===== src/rtl/fetch_pkg.sv =====
// Shared types and constants for the fetch sequencer.
package fetch_pkg;

    typedef enum logic [1:0] {
        REQ  = 2'd0,
        WAIT = 2'd1,
        DROP = 2'd2,
        HOLD = 2'd3
    } fetch_state_e;

    localparam logic [31:0] FETCH_BUBBLE = 32'h0;

endpackage


===== src/rtl/sat_counter.sv =====
// Saturating up-counter; holds at all-ones, cleared only by reset.
module sat_counter #(
    parameter int CNT_W = 16
) (
    input  logic             clk,
    input  logic             reset,
    input  logic             i_inc,
    output logic [CNT_W-1:0] o_count
);

    logic [CNT_W-1:0] r_count;

    always_ff @(posedge clk) begin
        if (reset) begin
            r_count <= '0;
        end else if (i_inc && (r_count != '1)) begin
            r_count <= r_count + {{(CNT_W-1){1'b0}}, 1'b1};
        end
    end

    assign o_count = r_count;

endmodule


===== src/rtl/fetch_sequencer.sv =====
// Fetch-stage sequencer: one outstanding imem request, stale-response drop,
// and an instruction buffer that holds an arrival across a hazard stall.
module fetch_sequencer
    import fetch_pkg::*;
#(
    parameter int ADDR_W = 32,
    parameter int CNT_W  = 16
) (
    input  logic              clk,
    input  logic              reset,
    input  logic [ADDR_W-1:0] PCF,
    input  logic              HazardStallF,
    input  logic              BranchTakenE,
    input  logic              PCSrcW,
    output logic              ImemReq,
    output logic [ADDR_W-1:0] ImemAddr,
    input  logic              ImemReady,
    input  logic              ImemRValid,
    input  logic [31:0]       ImemRData,
    output logic [31:0]       InstrF,
    output logic              InstrValidF,
    output logic              StallF,
    output logic              FlushD,
    output logic [CNT_W-1:0]  FetchStallCnt
);

    fetch_state_e r_state;
    fetch_state_e w_nextState;
    logic [31:0]  r_instrBuf;
    logic         w_redirect;
    logic         w_capture;
    logic         w_deliver;

    assign w_redirect = BranchTakenE | PCSrcW;
    assign ImemAddr   = PCF;

    always_ff @(posedge clk) begin
        if (reset) begin
            r_state    <= REQ;
            r_instrBuf <= FETCH_BUBBLE;
        end else begin
            r_state <= w_nextState;
            if (w_capture) begin
                r_instrBuf <= ImemRData;
            end
        end
    end

    // A redirect always wins: it suppresses new requests and turns any
    // response arriving in the same cycle into a discard.
    always_comb begin
        w_nextState = r_state;
        w_capture   = 1'b0;
        w_deliver   = 1'b0;
        ImemReq     = 1'b0;
        InstrValidF = 1'b0;
        InstrF      = FETCH_BUBBLE;
        case (r_state)
            REQ: begin
                ImemReq = ~w_redirect;
                if (!w_redirect && ImemReady) begin
                    w_nextState = WAIT;
                end
            end
            WAIT: begin
                if (ImemRValid) begin
                    if (w_redirect) begin
                        w_nextState = REQ;
                    end else if (HazardStallF) begin
                        w_capture   = 1'b1;
                        w_nextState = HOLD;
                    end else begin
                        w_deliver   = 1'b1;
                        InstrValidF = 1'b1;
                        InstrF      = ImemRData;
                        w_nextState = REQ;
                    end
                end else if (w_redirect) begin
                    w_nextState = DROP;
                end
            end
            DROP: begin
                if (ImemRValid) begin
                    w_nextState = REQ;
                end
            end
            HOLD: begin
                InstrValidF = 1'b1;
                InstrF      = r_instrBuf;
                if (w_redirect) begin
                    w_nextState = REQ;
                end else if (!HazardStallF) begin
                    w_deliver   = 1'b1;
                    w_nextState = REQ;
                end
            end
            default: begin
                w_nextState = REQ;
            end
        endcase
        if (reset) begin
            ImemReq     = 1'b0;
            InstrValidF = 1'b0;
            InstrF      = FETCH_BUBBLE;
        end
    end

    assign StallF = reset | ~(w_redirect | w_deliver);
    assign FlushD = w_redirect | ~InstrValidF;

    sat_counter #(.CNT_W(CNT_W)) u_stallCnt (
        .clk     (clk),
        .reset   (reset),
        .i_inc   (StallF),
        .o_count (FetchStallCnt)
    );

endmodule


===== config.mk =====
export PLATFORM = sky130hd
export DESIGN_NAME = fetch_sequencer
export DESIGN_NICKNAME = d
export VERILOG_FILES = /design/src/rtl/fetch_pkg.sv /design/src/rtl/sat_counter.sv /design/src/rtl/fetch_sequencer.sv
export SDC_FILE = /design/constraint.sdc
export NUM_CORES = 1
export LEC_CHECK = 0
export CAP_MARGIN = 20
export CORE_MARGIN = 2
export CORE_UTILIZATION = 35
export DETAILED_ROUTE_END_ITERATION = 7
export MAX_ROUTING_LAYER = met4
export PLACE_DENSITY = 0.77
export RECOVER_POWER = 100
export SYNTH_ARGS = -nofsm -noshare
export SYNTH_HDL_FRONTEND = slang
export SYNTH_SLANG_ARGS = --single-unit

===== constraint.sdc =====
create_clock -name clk -period 1.5 [get_ports clk]
set_input_delay 0.3 -clock clk [delete_from_list [all_inputs] [get_ports clk]]
set_output_delay 0.3 -clock clk [all_outputs]
set_load 0.02 [all_outputs]

Word level (Yosys, flattened, before mapping)
Index checks and enable logic that the tools add are counted.
Cells by class
  add/subtract/negate cells: 1
  eq/ne operators: 8
  mux-type cells: 26
  bitwise gates (word level): 7
  reductions and logical operators: 5
Operators with widths (number)
  $mux W32: 4
  $pmux W32 S2: 1
  $add A16 B1 Y16 const B: 1
  $mux W2: 8
  $ne A16 B16 Y1 const B: 1
  $mux W1: 10
  $pmux W2 S4: 1
  $ne A3 B3 Y1 const B: 2
  $eq A2 B2 Y1 const B: 2
  $ne A2 B2 Y1 const B: 2
  $or A1 B1 Y1: 4
  $pmux W1 S2: 2
  $reduce_and A4 Y1: 1
  $not A1 Y1: 3
  $eq A2 B1 Y1 const B: 1
  $logic_and A1 B1 Y1: 2
  $logic_not A2 Y1: 1
  $logic_not A1 Y1: 1
Storage, ports and cells
  register bits: 50

Logic depth before layout (Yosys ltp)
  word-level depth: 8
  depth in mapped cells: 7
  gate-level depth less buffers: 6

Modules after synthesis
Synthesis repeated with hierarchy kept, for this count alone.
Second synthesis, totals
  cells, all modules: 379
  area total of the unflattened synthesis: 2812.7 µm²
By module, submodules not included
  fetch_sequencer: instances 1, cells each 280, area an instance 1964.4 µm², seq. area each 680.7 µm²
  sat_counter: instances 1, cells each 99, area an instance 848.3 µm², seq. area each 320.3 µm²

Worst setup path after synthesis
No wires, ideal clock.
  path kind: flip-flop to output port
  from: register r_state[0]
  to: output InstrF[21]
  arrival time: 1557 ps
  data required time: 1200 ps
  slack: -357 ps
  stages on the path, launching flop included: 7
  buffers on the path: 3
  cell sequence: dfxtp_1 clkbuf_1 and2_0 clkbuf_1 clkbuf_1 a22oi_1 nor2_1
On the way
  longest elaborated chain between the ends: 3
  elaborated cells between the ends (all ways): 4
  classes of those cells: 2 x eq/ne; 2 x mux
Ends and longest elaborated chain
  start: declaration: line fetch_sequencer.sv:27  | fetch_state_e r_state;
  start signal: assignment: line fetch_sequencer.sv:42  | r_state <= w_nextState;
  $eq A2 B2 Y1 / $eq A2 B1 Y1 (equally long branches): line fetch_sequencer.sv:58  | case (r_state)
  $pmux W32 S2 *: line fetch_sequencer.sv:58
  $mux W32 *: line fetch_sequencer.sv:101  | if (reset) begin
  end: declaration: line fetch_sequencer.sv:20  | output logic [31:0] InstrF,
Mark *: on every way between the ends. The rest lies on a longest branch, timed or not.

Worst setup path in the final report
  from: input BranchTakenE
  to: output FlushD
On the way
  longest elaborated chain between the ends: 7
Ends and longest elaborated chain
  start: declaration: line fetch_sequencer.sv:13  | input logic BranchTakenE,
  $or A1 B1 Y1 *: line fetch_sequencer.sv:34  | assign w_redirect = BranchTakenE | PCSrcW;
  $mux W1: line fetch_sequencer.sv:67  | if (w_redirect) begin
  $mux W1: line fetch_sequencer.sv:66  | if (ImemRValid) begin
  $pmux W1 S2: line fetch_sequencer.sv:58
  $mux W1: line fetch_sequencer.sv:101
  $not A1 Y1: line fetch_sequencer.sv:109  | assign FlushD = w_redirect | ~InstrValidF;
  $or A1 B1 Y1 *: line fetch_sequencer.sv:109
  end: declaration: line fetch_sequencer.sv:23  | output logic FlushD,
Marked as above.

==> qor.csv <==
stage,metric,value,unit
outcome,status,"complete, but fails checks",
outcome,failing checks,negative setup slack,
yosys,sequential element share of the synthesized area,0.365,
floorplan,Rows,32,
global_routing,Global Route Usage Sum,0.209,
timing,Finish-stage setup viols,82,
global_routing,GRT overflow,0,
timing,Final Hold Viols,0,
detailed_routing,Wirelength per Cell,14.8,um
detailed_routing,vias per std cell,5.11,
timing,final setup TNS,-22.60,ns
pwr,clock power share,0.379,
finish,area grow syn2layout,65.9,%
critical_path,Worst setup SP type,input pin,
yosys,net count after synthesis,446,
pwr,VDD IR-drop max,336,uV
critical_path,slowest library cell on the worst path,or4_4,
job,maxcap violations,0,
yosys,Mapped Area,2740,sq um
finish,Nets,558,
detailed_routing,antenna-violating nets left,0,
clocking,H-tree depth,2,
pwr,Tot Pwr,2.70,mW
clocking,CTS root buffer,clkbuf_8,
yosys,Post-synth ARST share,0,
finish,Layout Cells excl Fill,589,
hold_path,WHS Path Cells,3,
critical_path,R2R depth,8,
critical_path,worst-path maximum fanout,3,
yosys,number of synthesized flops with an enable pin,0,
clocking,CTS tree,built,
clocking,clk sinks,50,
pwr,sequential power share,0.497,
pwr,power share of the combinational group,0.123,
yosys,yosys warns,0,
critical_path,"Critical Path, Cell by Cell",dlygate4sd2_1 > nor3_4 > nand3_2 > nor2_4 > buf_12 > nor2_2 > or4_4 > buf_6,
pwr,P_sw,641,uW
yosys,Synth Flop Type,dfxtp_1,
floorplan,die width,92.5,um
timing,Worst Tran Pin Value,0.370,ns
floorplan,DIE HEIGHT,92.5,um
global_routing,vias in the first global route,3004,
pwr,Power Density,595,nW/um^2
hold_path,Hold Path Origin,reset,
finish,share of layout cells above drive strength 1,0.425,
global_routing,antenna violations before repair,0,
finish,diode count,0,
placed_design,DP Area,4030,sq um
critical_path,r2r endpoint,u_stallCnt.o_count[9],
global_routing,global-route wire length before repair,14.1,mm
detailed_routing,DRT Pass-1 Iters,4,
detailed_routing,final wirelength,8.73,mm
detailed_routing,Vias,3008,
timing,Tmin final,2.12,ns
yosys,Mapped Avg Cell Area,7.32,sq um
clocking,Clock Tree Buf Depth,2,
critical_path,flop-to-flop setup slack,-0.29,ns
placed_design,# port buffers,90,
hold_path,Worst Hold End,u_stallCnt.o_count[6],
floorplan,Ports,155,
hold_path,Hold WC Path Type,in -> reg,
clocking,Clock Latency Late Sink,0.31,ns
critical_path,CP Capture Type,output port,
timing,Max Clk Rate,471,MHz
timing,max_slew headroom,0.753,
detailed_routing,DRC errors left,0,
finish,Final Instance Area,4540,sq um
critical_path,CP Class,in -> out,
timing,period utilization,1.41,
placed_design,HPWL Detailed,5.71,mm
timing,hold slack,0.385,ns
timing,Setup Skew,0.0111,ns
placed_design,Placed Cells,562,
floorplan,core box area,7650,sq um
critical_path,reg2reg start,r_state[1],
yosys,Syn Inst Count,374,
critical_path,worst path arrival time,1.82,ns
timing,Max Transition Viols Final,0,
critical_path,CP required,1.20,ns
floorplan,Die ar.,8550,sq um
pwr,P_int,2.06,mW
pwr,Leak,1.64,nW
yosys,Netlist cell types,39,
timing,RSZ-0062 raised after global routing,yes,
clocking,Clock Pin Slew Worst Setup and Hold Paths,0.10,ns
placed_design,gpl congestion,0.838,
critical_path,Worst path max stage delay,0.41,ns
clocking,hold_buf cts,0,
floorplan,Starting Density,0.358,
detailed_routing,initial drt markers,104,
timing,final worst slack,-0.622,ns
pwr,Sw Ratio,0.237,
global_routing,largest net degree at the start of global routing,30,
clocking,Num CTS Buffers,5,
yosys,Yosys reg bits,50,
logic make-up after synthesis:
family,count (synthesis),share of synthesized area
AND/OR/NAND/NOR,161,0.262
adder cells (fa/ha/maj),1,0.00457
XOR/XNOR,2,0.00640
AO/OA/AOI/OAI,94,0.213
flip-flops,50,0.365
buffers and inverters,62,0.133
multiplexers,4,0.0155
flip-flops by register name, summed over array words and instances, names as in the netlist:
name / count
u_stallCnt.o_count: 16
r_state: 2
r_instrBuf: 32
per-stage QoR:
step,worst slack [ns],utilization
detailed placement,-1.15,0.527
global placement,-1.09,0.527
finish,-0.622,0.594
global route,-0.683,0.594
CTS,-0.641,0.571
floorplan,-0.119,-
metal layers:
metal	global-route usage	wire length (um)
met1	0.234	3480
met4	0.0634	171
met2	0.373	4550
met5	-	0
met3	0.0472	526
critical path, delay by kind of cell:
kind / cells / cell delay (ns)
buffers and inverters: 3 / 0.53
AND/OR/NAND/NOR: 5 / 0.97
worst max-delay path by stage:
| stage | startpoint | to | slack (ns) | cells past startpoint |
|---|---|---|---|---|
| 3_3_place_gp | BranchTakenE | InstrF[0] | -1.09 | 8 |
| 6_report | BranchTakenE | FlushD | -0.62 | 8 |
| 4_1_cts | r_state[1] | FlushD | -0.64 | 7 |
| 5_1_grt | r_state[1] | FlushD | -0.68 | 7 |
| 3_5_place_dp | BranchTakenE | InstrF[0] | -1.15 | 8 |
| 2_1_floorplan | r_state[0] | InstrF[10] | -0.12 | 5 |
power groups by stage:
stage	registers, mW	clock network, mW	logic, mW
after floorplan	1.38	0	0.216
after global placement	1.37	0	0.303
after detailed placement	1.37	0	0.312
after CTS	1.34	1.05	0.321
after global routing	1.35	1.10	0.358
final	1.34	1.03	0.334
synthesized netlist by cell type, types with 3 or more instances:
cell type,instances,area [sq um]
buf_4,32,240
nor4_1,3,18.8
a21oi_1,44,220
or3_1,9,56.3
buf_2,9,45.0
nand2_1,72,270
inv_1,5,18.8
nor2b_1,3,18.8
clkbuf_1,14,52.6
dfxtp_1,50,1000
a22oi_1,32,240
o21ai_0,10,50.1
and3_1,3,18.8
nand3_1,6,30.0
nand4_1,4,25.0
nor2_1,46,173
cell usage in the layout (no fill, tap or decap), drive strengths merged, types with 2 or more instances in the layout:
| cell | instances |
|---|---|
| mux2i | 2 |
| clkbuf | 9 |
| nand4 | 4 |
| o31ai | 2 |
| buf | 106 |
| or3 | 9 |
| nor3 | 2 |
| nand2 | 72 |
| inv | 6 |
| nor4 | 4 |
| a22oi | 32 |
| dfxtp | 50 |
| and3 | 3 |
| or4 | 2 |
| nor2b | 3 |
| mux2 | 2 |
| a21oi | 44 |
| nor2 | 48 |
| nand3 | 6 |
| and2 | 3 |
| dlygate4sd2 | 20 |
| o21ai | 10 |
| and4 | 2 |
| clkdlybuf4s50 | 33 |
cell type report:
type	count	area, sq um
multi-input cells	262	1710
well taps	102	128
repair buffers	162	1540
flip-flops and latches	50	1020
fillers	691	3100
inverters	5	18.8
clock buffers	6	82.6
clock inverters	2	38.8
repair_timing:
action,in CTS,in global routing
gates cloned,3,0
pin swaps,15,11
gates resized for setup,240,50
buffers inserted,12,5
setup endpoints to repair,100,85
(Power assumes the default switching activity.)
